$ cat config.mk
export PLATFORM = sky130hd
export DESIGN_NAME = calc_initiator
export DESIGN_NICKNAME = d
export VERILOG_FILES = /design/src/rtl/calc_pkg.sv /design/src/rtl/calc_golden_model.sv /design/src/rtl/calc_initiator.sv
export SDC_FILE = /design/constraint.sdc
export NUM_CORES = 1
export LEC_CHECK = 0
export CORE_AREA = 8 8 230 177
export DETAILED_ROUTE_END_ITERATION = 16
export DIE_AREA = 0 0 238 185
export GPL_TIMING_DRIVEN = 0
export PLACE_DENSITY_LB_ADDON = 0.25
export SLEW_MARGIN = 20
export SYNTH_ARGS = -nofsm -noshare
export SYNTH_HDL_FRONTEND = slang
export SYNTH_SLANG_ARGS = --single-unit
export TNS_END_PERCENT = 10
$ cat constraint.sdc
create_clock -name clk -period 10.3 [get_ports clk]
set_clock_uncertainty 0.05 [all_clocks]
set_input_delay 3.09 -clock clk [delete_from_list [all_inputs] [get_ports clk]]
set_output_delay 3.09 -clock clk [all_outputs]
set_load 0.1 [all_outputs]
$ cat src/rtl/calc_pkg.sv
// calc_pkg: shared state encoding and golden arithmetic
// for the calculator-core initiator.
package calc_pkg;

  localparam int OP_EXTRA = 4;

  localparam logic [1:0] ST_IDLE    = 2'd0;
  localparam logic [1:0] ST_ISSUE   = 2'd1;
  localparam logic [1:0] ST_WAIT    = 2'd2;
  localparam logic [1:0] ST_DELIVER = 2'd3;

  localparam int DEF_WIDTH    = 32;
  localparam int DEF_OP_WIDTH = DEF_WIDTH + OP_EXTRA;

  function automatic logic [DEF_OP_WIDTH-1:0] calc_golden(
    input logic [DEF_WIDTH-1:0] a,
    input logic [DEF_WIDTH-1:0] b
  );
    logic [DEF_OP_WIDTH-1:0] ax;
    logic [DEF_OP_WIDTH-1:0] bx;
    ax = DEF_OP_WIDTH'(a);
    bx = DEF_OP_WIDTH'(b);
    return (((ax >> 1) + bx) << 3)
         + ((ax - (bx >> 1)) << 2);
  endfunction

endpackage

$ cat src/rtl/calc_golden_model.sv
// calc_golden_model: combinational reference value
// Y = ((A>>1)+B)*8 + (A-(B>>1))*4 at OP_WIDTH bits.
module calc_golden_model
  import calc_pkg::*;
#(
  parameter int WIDTH    = 32,
  parameter int OP_WIDTH = WIDTH + OP_EXTRA
) (
  input  logic [WIDTH-1:0]    a,
  input  logic [WIDTH-1:0]    b,
  output logic [OP_WIDTH-1:0] y
);

  logic [OP_WIDTH-1:0] ax;
  logic [OP_WIDTH-1:0] bx;
  logic [OP_WIDTH-1:0] sum_t;
  logic [OP_WIDTH-1:0] dif_t;

  assign ax    = OP_WIDTH'(a);
  assign bx    = OP_WIDTH'(b);
  assign sum_t = (ax >> 1) + bx;
  // wraps modulo 2^OP_WIDTH when B/2 > A
  assign dif_t = ax - (bx >> 1);
  assign y     = (sum_t << 3) + (dif_t << 2);

endmodule

$ cat src/rtl/calc_initiator.sv
// calc_initiator: issues operand pairs to the calculator
// core, self-checks results and guards with a timeout.
module calc_initiator
  import calc_pkg::*;
#(
  parameter int WIDTH     = 32,
  parameter int OP_WIDTH  = WIDTH + OP_EXTRA,
  parameter int TIMEOUT   = 64,
  parameter int CNT_WIDTH = 8
) (
  input  logic                 clk,
  input  logic                 rst_n,
  input  logic                 in_valid,
  output logic                 in_ready,
  input  logic [WIDTH-1:0]     in_a,
  input  logic [WIDTH-1:0]     in_b,
  output logic                 core_start,
  output logic [WIDTH-1:0]     core_a,
  output logic [WIDTH-1:0]     core_b,
  input  logic                 core_done,
  input  logic [OP_WIDTH-1:0]  core_result,
  output logic                 out_valid,
  input  logic                 out_ready,
  output logic [OP_WIDTH-1:0]  out_result,
  output logic                 out_mismatch,
  output logic                 out_timeout,
  output logic [CNT_WIDTH-1:0] err_count,
  output logic                 busy
);

  localparam int TW = $clog2(TIMEOUT);
  localparam logic [TW-1:0] T_LAST = TW'(TIMEOUT - 1);

  logic [1:0]          state;
  logic [TW-1:0]       tcnt;
  logic [OP_WIDTH-1:0] golden_c;
  logic [OP_WIDTH-1:0] golden_q;
  logic                res_bad;

  calc_golden_model #(
    .WIDTH   (WIDTH),
    .OP_WIDTH(OP_WIDTH)
  ) u_golden (
    .a(core_a),
    .b(core_b),
    .y(golden_c)
  );

  assign busy    = (state != ST_IDLE);
  assign res_bad = (core_result != golden_q);

  function automatic logic [CNT_WIDTH-1:0] sat_inc(
    input logic [CNT_WIDTH-1:0] v
  );
    return (&v) ? v : v + CNT_WIDTH'(1);
  endfunction

  always_ff @(posedge clk or negedge rst_n) begin
    if (!rst_n) begin
      state        <= ST_IDLE;
      in_ready     <= 1'b0;
      core_start   <= 1'b0;
      core_a       <= '0;
      core_b       <= '0;
      golden_q     <= '0;
      tcnt         <= '0;
      out_valid    <= 1'b0;
      out_result   <= '0;
      out_mismatch <= 1'b0;
      out_timeout  <= 1'b0;
      err_count    <= '0;
    end else begin
      core_start <= 1'b0;
      unique case (state)
        ST_IDLE: begin
          if (in_valid && in_ready) begin
            core_a     <= in_a;
            core_b     <= in_b;
            core_start <= 1'b1;
            in_ready   <= 1'b0;
            state      <= ST_ISSUE;
          end else begin
            in_ready <= 1'b1;
          end
        end
        ST_ISSUE: begin
          golden_q <= golden_c;
          tcnt     <= '0;
          state    <= ST_WAIT;
        end
        ST_WAIT: begin
          // a done on the last allowed cycle still counts
          if (core_done) begin
            out_result   <= core_result;
            out_mismatch <= res_bad;
            out_timeout  <= 1'b0;
            out_valid    <= 1'b1;
            state        <= ST_DELIVER;
            if (res_bad) err_count <= sat_inc(err_count);
          end else if (tcnt == T_LAST) begin
            out_result   <= '0;
            out_mismatch <= 1'b0;
            out_timeout  <= 1'b1;
            out_valid    <= 1'b1;
            state        <= ST_DELIVER;
            err_count    <= sat_inc(err_count);
          end else begin
            tcnt <= tcnt + TW'(1);
          end
        end
        ST_DELIVER: begin
          if (out_ready) begin
            out_valid    <= 1'b0;
            out_mismatch <= 1'b0;
            out_timeout  <= 1'b0;
            in_ready     <= 1'b1;
            state        <= ST_IDLE;
          end
        end
        default: state <= ST_IDLE;
      endcase
    end
  end

endmodule

# Word-level counts from Yosys, hierarchy flattened
# Index checks and enable logic that the tools add are counted.
# op_classes
n_mux	28
reduce_logical	15
n_eq_ne	11
add_sub_neg	5
# op_table
op	n
$mux 36	2
$add 36x36->36	1
$ne 36x36->1	1
$add 31x32->33	1
$sub 32x31->33	1
$mux 8	4
$mux 6	2
$pmux 6 s2	1
$reduce_and 3->1	4
$mux 1	10
$reduce_bool 2->1	5
$add 8x1->8 const B	1
$mux 2	4
$ne 2x2->1 const B	4
$pmux 1 s2	4
$pmux 2 s4	1
$reduce_and 8->1	1
$add 6x1->6 const B	1
$eq 6x6->1 const B	1
$reduce_and 2->1	3
$eq 2x2->1 const B	2
$ne 3x3->1 const B	1
$eq 2x1->1 const B	1
$logic_not 2->1	1
2 further kinds	2
# word_totals
input_bits	105
out_inout_bits	114
word_cells	71
ff_bits	157

# Logic depth before layout (Yosys ltp)
# Gate-level depths: netlist of the first run.
# depth
depth_word	4
mapped_depth	23
mapped_depth_nobuf	23

# Hierarchy
# A second synthesis of the first run with hierarchy kept.
# hier_totals
hier_cells	1132
area_unflattened_um2	11220.8
# by_module_without_submodules
mod	area_per_inst_um2	n_inst	cells_each	seq_area_each_um2
calc_initiator	6433.7	1	456	3928.8
calc_golden_model	4787.1	1	676	0.0

# Worst setup path after synthesis of the first run
# OpenSTA, ideal clock, no wires.
# synth_timing
path_kind	reg2reg
startpoint	register core_b[2]
endpoint	register golden_q[30]
arrival_time_ns	4.960
setup_ns	0.125
path_buffers	0
synth_period_minus_slack_ns	5.134
setup_slack_ns	5.166
path_stages_with_launch	23
t_required_ns	10.125
path_cell_list	dfrtp_1 > inv_1 > ha_1 > nor2b_1 > o31a_1 > o21ai_0 > nand2_1 > and2_1 > o21ai_0 > nand2b_1 > a21o_1 > a21oi_1 > xnor2_1 > ha_1 > nand2_1 > nor3b_1 > a21oi_1 > o21a_1 > o311a_1 > o31a_1 > o311a_1 > xnor2_1 > mux2_2
# synth_via
elab_chain_cells	2
elab_cells_between_ends	3
classes_between	3 x add/sub
# synth_rtl
element	line_no	source
start: declaration	calc_initiator.sv:19	output logic [WIDTH-1:0] core_b,
start signal: assignment	calc_initiator.sv:78	core_b <= in_b;
$add 31x32->33 / $sub 32x31->33 (equally long branches)	calc_golden_model.sv:21, calc_golden_model.sv:23	
$add 36x36->36 *	calc_golden_model.sv:24	assign y = (sum_t << 3) + (dif_t << 2);
end signal: assignment	calc_initiator.sv:87	golden_q <= golden_c;
end: declaration	calc_initiator.sv:37	logic [OP_WIDTH-1:0] golden_q;
# Mark *: on every way between the ends. The rest lies on a longest branch, timed or not.
# A chain may end at the register's enable or synchronous reset.

# Worst setup path in the final report of the first run
# layout_timing
startpoint	input core_result[30]
endpoint	register err_count[7]
# layout_via
elab_chain_cells	3
# layout_rtl
element	line_no	source
start: declaration	calc_initiator.sv:21	input logic [OP_WIDTH-1:0] core_result,
$ne 36x36->1	calc_initiator.sv:50	assign res_bad = (core_result != golden_q);
$ne 2x1->1 (no source line)	-	
$reduce_and 3->1 (no source line)	-	
end signal: assignment	calc_initiator.sv:99	if (res_bad) err_count <= sat_inc(err_count);
end signal: assignment	calc_initiator.sv:106	err_count <= sat_inc(err_count);
end: declaration	calc_initiator.sv:27	output logic [CNT_WIDTH-1:0] err_count,
# Every way passes these cells.

==> flow_summary_export.csv, run 1 <==
group,metric,value,unit
yosys,syn_nets,1325,
sta,holdWs,0.4413,ns
critical_path,reg2reg_slack,4.90,ns
route,ant_nets,0,
yosys,synth-edff-count,0,
placement,dp_slack,3.939,ns
global_route,grt_use_met3,0.04564,
route,vias_per_cell,4.806,
critical_path,start_kind,"input pin",
yosys,synth_warnings,0,
critical_path,end_kind,"flop",
yosys,syn_area,10920,µm²
layout,fin_nets,1563,
route,drcViolationCount,0,
yosys,synth_xor_area_frac,0.1031,
cts,cts_tree,"built",
sta,setup_viol,0,
hold_path,min_to,"out_valid",
sta,fmaxAchievable,0.1726,GHz
critical_path,reg2reg_from,"core_a[1]",
floorplan,die_h,185,µm
yosys,ys_top_cells_by_area,"dfrtp_1, ha_1, mux2_2",
global_route,antenna_found_initial,0,
global_route,grt_pass1_vias,9115,
yosys,synth_top_family_by_area,"compound AO/OA/AOI/OAI gates",
route,drt_first_iter_violations,465,
critical_path,timing.critical_path.max_delay_family,"simple AND/OR/NAND/NOR gates",
run_status,outcome,"completed",
route,post_drt_wl_per_cell,17.93,µm
layout,drive_gt1_frac,0.1009,
global_route,grt_start_max_net_pins,89,
global_route,grt_busiest_layer,"met1",
placement,routabilityCongestion,0.8276,
cts,cts_buffers,17,
route,wirelength,33.75,mm
hold_path,min_from,"out_valid",
cts,path_clk_slew,0.08,ns
yosys,synth_flop_cell,"dfrtp_1",
critical_path,cpPeakStageDelay,0.57,ns
critical_path,worstPathArrival,6.08,ns
global_route,grt.overflow.total,0,
cts,cts-resized-gates,0,
cts,cts_root_buf,"clkbuf_16",
sta,tightestPinTransition,1.061,ns
sta,min_period,5.795,ns
critical_path,crit_chain,"clkdlybuf4s50_1 -> xor2_1 -> nor4_1 -> nand4_1 -> or4_1 -> nor4_1 -> a21oi_1 -> nand4_1 -> nor3_1 -> xor2_1",
floorplan,die_x,238,µm
yosys,synth.avg_cell_area,9.780,µm²
sta,slew_headroom,0.2902,
global_route,use_met2,0.2170,
yosys,async_reset_ff_frac,1.000,
route,firstDrtPassIters,5,
cts,hold_buffers,0,
yosys,ys_ff_latch,155,
sta,setup_tns,0,ns
yosys,synth_compound_area_frac,0.1944,
cts,postCtsSetupBuffers,0,
yosys,synth_mux_area_frac,0.09770,
critical_path,worstReg2RegEnd,"golden_q[35]",
critical_path,cp_num_buf_inv,1,
critical_path,crit_fanout,6,
floorplan,initial_core_util,0.2922,
critical_path,worstPathRequired,10.59,ns
yosys,synthDistinctLibCells,61,
sta,rsz0062_at_grt,"false",
hold_path,hold_path_depth,2,
yosys,ys_seq_area_frac,0.3551,
sta,drv_slew,0,
floorplan,rows,62,
yosys,yosysTopAreaCellShare,0.3551,
floorplan,coreArea,37390,µm²
placement,io_buffer_count,218,
placement,dp_hpwl,27.39,mm
cts,clock-sinks,155,
cts,insertion_delay,0.46,ns
sta,hold_violations,0,
critical_path,crit_type,"in2reg",
global_route,grt_usage,0.1531,
critical_path,critPathSlowestCell,"or4_1",
yosys,synth_fa_ha_area_frac,0.1200,
hold_path,min_path_type,"reg2reg",
yosys,synth-simple-area-share,0.09541,
job,cap_violations,0,
global_route,grt_pass1_wl,52.92,mm
sta,setup_ws,4.505,ns
yosys,yosys.area.top_type,"dfrtp_1",
cts,clk_path_buf_depth,2,
global_route,use_met1,0.2282,
layout,syn_to_final_growth,31.45,%
floorplan,dieArea,44030,µm²
cts,ctsHtreeMaxLevel,4,
critical_path,ff2ff_path_depth,22,
yosys,synthCells,1117,
floorplan,io_pins,219,
sta,min_period_over_period,0.5627,
route,via_count,9044,
## cells in the mapped netlist, types with 2 or more instances
library cell / count
buf_1: 5
a21oi_1: 101
nor3_1: 11
a22o_1: 36
o21a_1: 15
a21boi_0: 3
o31ai_1: 5
a211o_1: 3
o31a_1: 3
ha_1: 100
or3_1: 3
fa_1: 3
nand4_1: 15
o211ai_1: 10
a221oi_1: 4
a31o_2: 4
and2_1: 4
dfrtp_1: 155
nor2b_1: 12
nand2_1: 67
inv_1: 74
xnor2_1: 73
o22ai_1: 5
nor2_1: 42
and4_1: 3
nand3_1: 14
mux2i_1: 2
nor4_1: 6
nand2b_1: 15
o21ai_0: 63
xor2_1: 53
and3_1: 8
a21o_1: 34
nor3b_1: 2
o21bai_1: 10
mux2_2: 93
o311a_1: 2
clkbuf_1: 21
a31oi_1: 9
a211oi_1: 8
## state kept, by name, indices dropped and copies added, names as in the netlist
name,cells
tcnt,6
err_count,8
golden_q,34
out_valid,1
core_a,32
in_ready,1
core_start,1
state,2
out_mismatch,1
core_b,32
out_result,36
out_timeout,1
## area by class of cell
class | count | area [µm²]
Multi-Input combinational cell | 862 | 6670
Inverter | 74 | 277.8
Clock buffer | 17 | 425.4
Antenna cell | 2 | 5.005
Buffer | 26 | 97.59
Timing Repair Buffer | 219 | 2215
Tap cell | 512 | 640.6
Fill cell | 3768 | 23030
Clock inverter | 15 | 150.1
Sequential cell | 155 | 3879
## kinds of logic after synthesis
group                      after synthesis
AOI/OAI and AO/OA                      327
xor gates and xnor gates               127
muxes                                   95
adders and majority gates              103
DFF                                    155
buffers and inverters                  100
and+or+nand+nor                        210
## worst register-to-register path: stages (launching register included)
cell and delay (ns):
dfrtp_1 0.44, ha_1 0.27, inv_1 0.08, fa_1 0.21, nor2b_1 0.08, o31ai_1 0.44, a32oi_1 0.34, a21bo_2 0.31
a221oi_1 0.42, o21ai_0 0.21, a31o_2 0.29, a21oi_1 0.20, xnor2_1 0.19, ha_1 0.35, inv_1 0.07, o21ai_0 0.08
a21oi_1 0.21, a21oi_1 0.12, nor3_1 0.16, nand2_1 0.09, o22ai_1 0.20, xnor3_1 0.37, a21oi_1 0.15
## metal layers
layer  vias up  wire [µm]  part of all wire
li1       4536          -                 -
met1      4285      18360              0.54
met2       212      13350              0.40
met3        11       1857             0.055
met4         0        182            0.0054
met5         -          0                 0
## cell usage in the layout, fill, tap and decap left out, types with 4 or more instances in the layout
| cell type | count |
|---|---|
| o21bai_1 | 10 |
| nand2b_1 | 15 |
| a211oi_1 | 8 |
| and3_1 | 8 |
| o31ai_1 | 5 |
| dfrtp_1 | 155 |
| mux2_2 | 93 |
| xnor2_1 | 73 |
| and2_1 | 4 |
| a22o_1 | 36 |
| clkbuf_16 | 17 |
| clkdlybuf4s50_1 | 217 |
| nand3_1 | 14 |
| clkbuf_1 | 21 |
| o22ai_1 | 5 |
| clkinv_4 | 5 |
| inv_1 | 74 |
| a221oi_1 | 4 |
| nor2_1 | 42 |
| xor2_1 | 53 |
| nand2_1 | 67 |
| nand4_1 | 15 |
| nor2b_1 | 12 |
| o21ai_0 | 63 |
| a31o_2 | 4 |
| ha_1 | 100 |
| buf_1 | 5 |
| a31oi_1 | 9 |
| o211ai_1 | 10 |
| nor3_1 | 11 |
| a21oi_1 | 101 |
| nor4_1 | 6 |
| a21o_1 | 34 |
| inv_8 | 5 |
| o21a_1 | 15 |
## through the flow
stage	instance area, µm²	instances	utilization
after CTS	14360	1880	0.3839
after detailed placement	13780	1848	0.3685
after global routing	14360	1880	0.3839
after global placement	13750	1847	0.3677
after floorplan	10920	1117	-
final	14360	1882	0.3841
## how the worst max path moves through the flow
stage,slack (ns),cells past startpoint,start,end
2_1_floorplan,5.17,22,core_b[2],golden_q[30]
3_3_place_gp,-0.63,1,rst_n,core_a[25]
3_5_place_dp,3.94,10,core_result[30],err_count[7]
4_1_cts,4.44,10,core_result[30],err_count[7]
5_1_grt,4.31,10,core_result[30],err_count[7]
6_report,4.50,10,core_result[30],err_count[7]
Power of run 1 is left out: the tool's default activity adds up to more than one toggle a clock period on the data nets, which glitch-free logic cannot reach.
==> run 2, diff against run 1 <==
==> constraint.sdc (replaced) <==
create_clock -name clk -period 5.4 [get_ports clk]
set_clock_uncertainty 0.05 [all_clocks]
set_input_delay 1.62 -clock clk [delete_from_list [all_inputs] [get_ports clk]]
set_output_delay 1.62 -clock clk [all_outputs]
set_load 0.1 [all_outputs]
==> flow_summary_export.csv, run 2 (synthesis gave the netlist of run 1 again) <==
group,metric,value,unit
floorplan,dieArea,44030,µm²
run_status,outcome,"completed",
layout,mostFrequentLayoutCells,"clkdlybuf4s50_1, dfrtp_1, a21oi_1, ha_1, mux2_2",
critical_path,start_kind,"flop",
placement,dp_hpwl,27.39,mm
sta,fmaxAchievable,0.1979,GHz
sta,slew_headroom,0.2990,
global_route,grt_pass1_wl,52.92,mm
sta,setup_tns,0,ns
placement,io_buffer_count,218,
layout,top_regs,"out_result x36, golden_q x34",
critical_path,cpPeakStageDelay,0.44,ns
route,ant_nets,0,
global_route,antenna_found_initial,0,
floorplan,die_h,185,µm
floorplan,initial_core_util,0.2922,
critical_path,timing.critical_path.max_delay_family,"compound AO/OA/AOI/OAI gates",
cts,clock-sinks,155,
hold_path,min_path_type,"reg2reg",
cts,ctsHtreeMaxLevel,4,
layout,utilization,0.3859,
cts,path_clk_slew,0.07,ns
route,drcViolationCount,0,
floorplan,coreArea,37390,µm²
global_route,grt_usage,0.1531,
sta,min_period_over_period,0.9355,
route,firstDrtPassIters,6,
critical_path,crit_chain,"ha_1 -> inv_1 -> fa_1 -> nor2b_1 -> o31ai_2 -> a32oi_2 -> a21bo_2 -> a221oi_2 -> o21ai_0 -> a31o_2 -> a21oi_1 -> xnor2_1 -> ha_1 -> inv_1 -> o21ai_0 -> a21oi_1 -> a21oi_1 -> nor3_1 -> nand2_1 -> o22ai_1 -> xnor3_1 -> a21oi_1",
placement,dp_cells,1848,
layout,largest_register_ffs,36,
floorplan,die_x,238,µm
sta,rsz0062_at_grt,"true",
route,drt_first_iter_violations,450,
layout,drive_gt1_frac,0.1088,
global_route,grt_start_max_net_pins,89,
sta,min_period,5.052,ns
placement,routabilityCongestion,0.8276,
global_route,grt.overflow.total,0,
critical_path,end_kind,"flop",
job,cap_violations,0,
cts,clk_path_buf_depth,2,
layout,num-fill-cells,3765,
cts,cts_root_buf,"clkbuf_16",
layout,largest-register,"out_result",
critical_path,crit_fanout,6,
floorplan,io_pins,219,
layout,stdcell_count,1882,
cts,cts_tree,"built",
route,wirelength,33.92,mm
critical_path,critPathSlowestCell,"dfrtp_1",
sta,drv_slew,0,
route,via_count,9106,
cts,insertion_delay,0.45,ns
layout,fin_nets,1564,
cts,cts_buffers,17,
sta,hold_violations,0,
critical_path,crit_top_cell,"a21oi_1",
critical_path,cp_num_buf_inv,2,
critical_path,worstPathArrival,5.38,ns
layout,syn_to_final_growth,32.08,%
critical_path,worstPathRequired,5.73,ns
global_route,grt_pass1_vias,9115,
critical_path,crit_type,"reg2reg",
route,vias_per_cell,4.838,
route,post_drt_wl_per_cell,18.02,µm
floorplan,rows,62,
sta,tightestPinTransition,1.048,ns
sta,setup_viol,0,
layout,final_common_cell,"clkdlybuf4s50_1",
==> run 2: changes by cell type in the layout (fill, tap and decap cells not counted), moves of 2 or more <==
cell,before,now
o21ai_1,0,3
a21oi_2,0,2
a221oi_1,4,2
o21ai_0,63,60
a21oi_1,101,99
==> run 2: repair_timing <==
| item | 4_1_cts | 5_1_grt |
|---|---|---|
| hold buffers | 0 | 0 |
| resized for setup | 0 | 14 |
| setup endpoints to repair | 0 | 6 |
| buffers inserted | 0 | 1 |
==> run 2: worst min-delay path: cells and delay by family (launching register included) <==
| family | cells | cell delay [ns] |
|---|---|---|
| DFF | 1 | 0.35 |
| AOI/OAI and AO/OA | 1 | 0.06 |
| and+or+nand+nor | 1 | 0.05 |
==> run 2: cell type report <==
type | count | area (µm²) | area share
antenna | 1 | 2.502 | 0.0001734
buffer | 26 | 97.59 | 0.006764
clock buffer | 17 | 425.4 | 0.02948
clock inverter | 15 | 150.1 | 0.01041
inverter | 74 | 277.8 | 0.01925
multi-input combinational | 862 | 6734 | 0.4667
sequential | 155 | 3879 | 0.2688
tap | 512 | 640.6 | 0.04440
timing repair buffer | 220 | 2222 | 0.1540
==> run 2: worst paths after layout <==
check	start	endpoint	slack [ns]	cells after the start
worst max-delay path	core_a[1]	golden_q[35]	0.35	22
worst min-delay path	out_valid	out_valid	0.44	2
worst max register to register	core_a[1]	golden_q[35]	0.35	22
worst min register to register	out_valid	out_valid	0.44	2
max in group asynchronous	rst_n	golden_q[13]	3.40	2
min in group asynchronous	rst_n	out_result[13]	1.06	1
==> run 2: routing by layer <==
layer	global-route usage	vias up	wire length, µm
met1	0.2282	4323	18350
met2	0.2170	226	13470
met4	0.02428	0	221
met3	0.04564	17	1880
met5	0	-	0
li1	-	4540	-
==> run 2: through the flow <==
step	area, µm²	hold WS (ns)	setup WS [ns]
5_1_grt	14430	0.4710	-0.1040
3_3_place_gp	13750	0.4169	-4.056
6_report	14430	0.4414	0.3482
3_5_place_dp	13780	0.4371	0.05898
4_1_cts	14360	0.4534	0.009915
2_1_floorplan	10920	0.4455	0.2657
Power of run 2 is left out for the same reason.
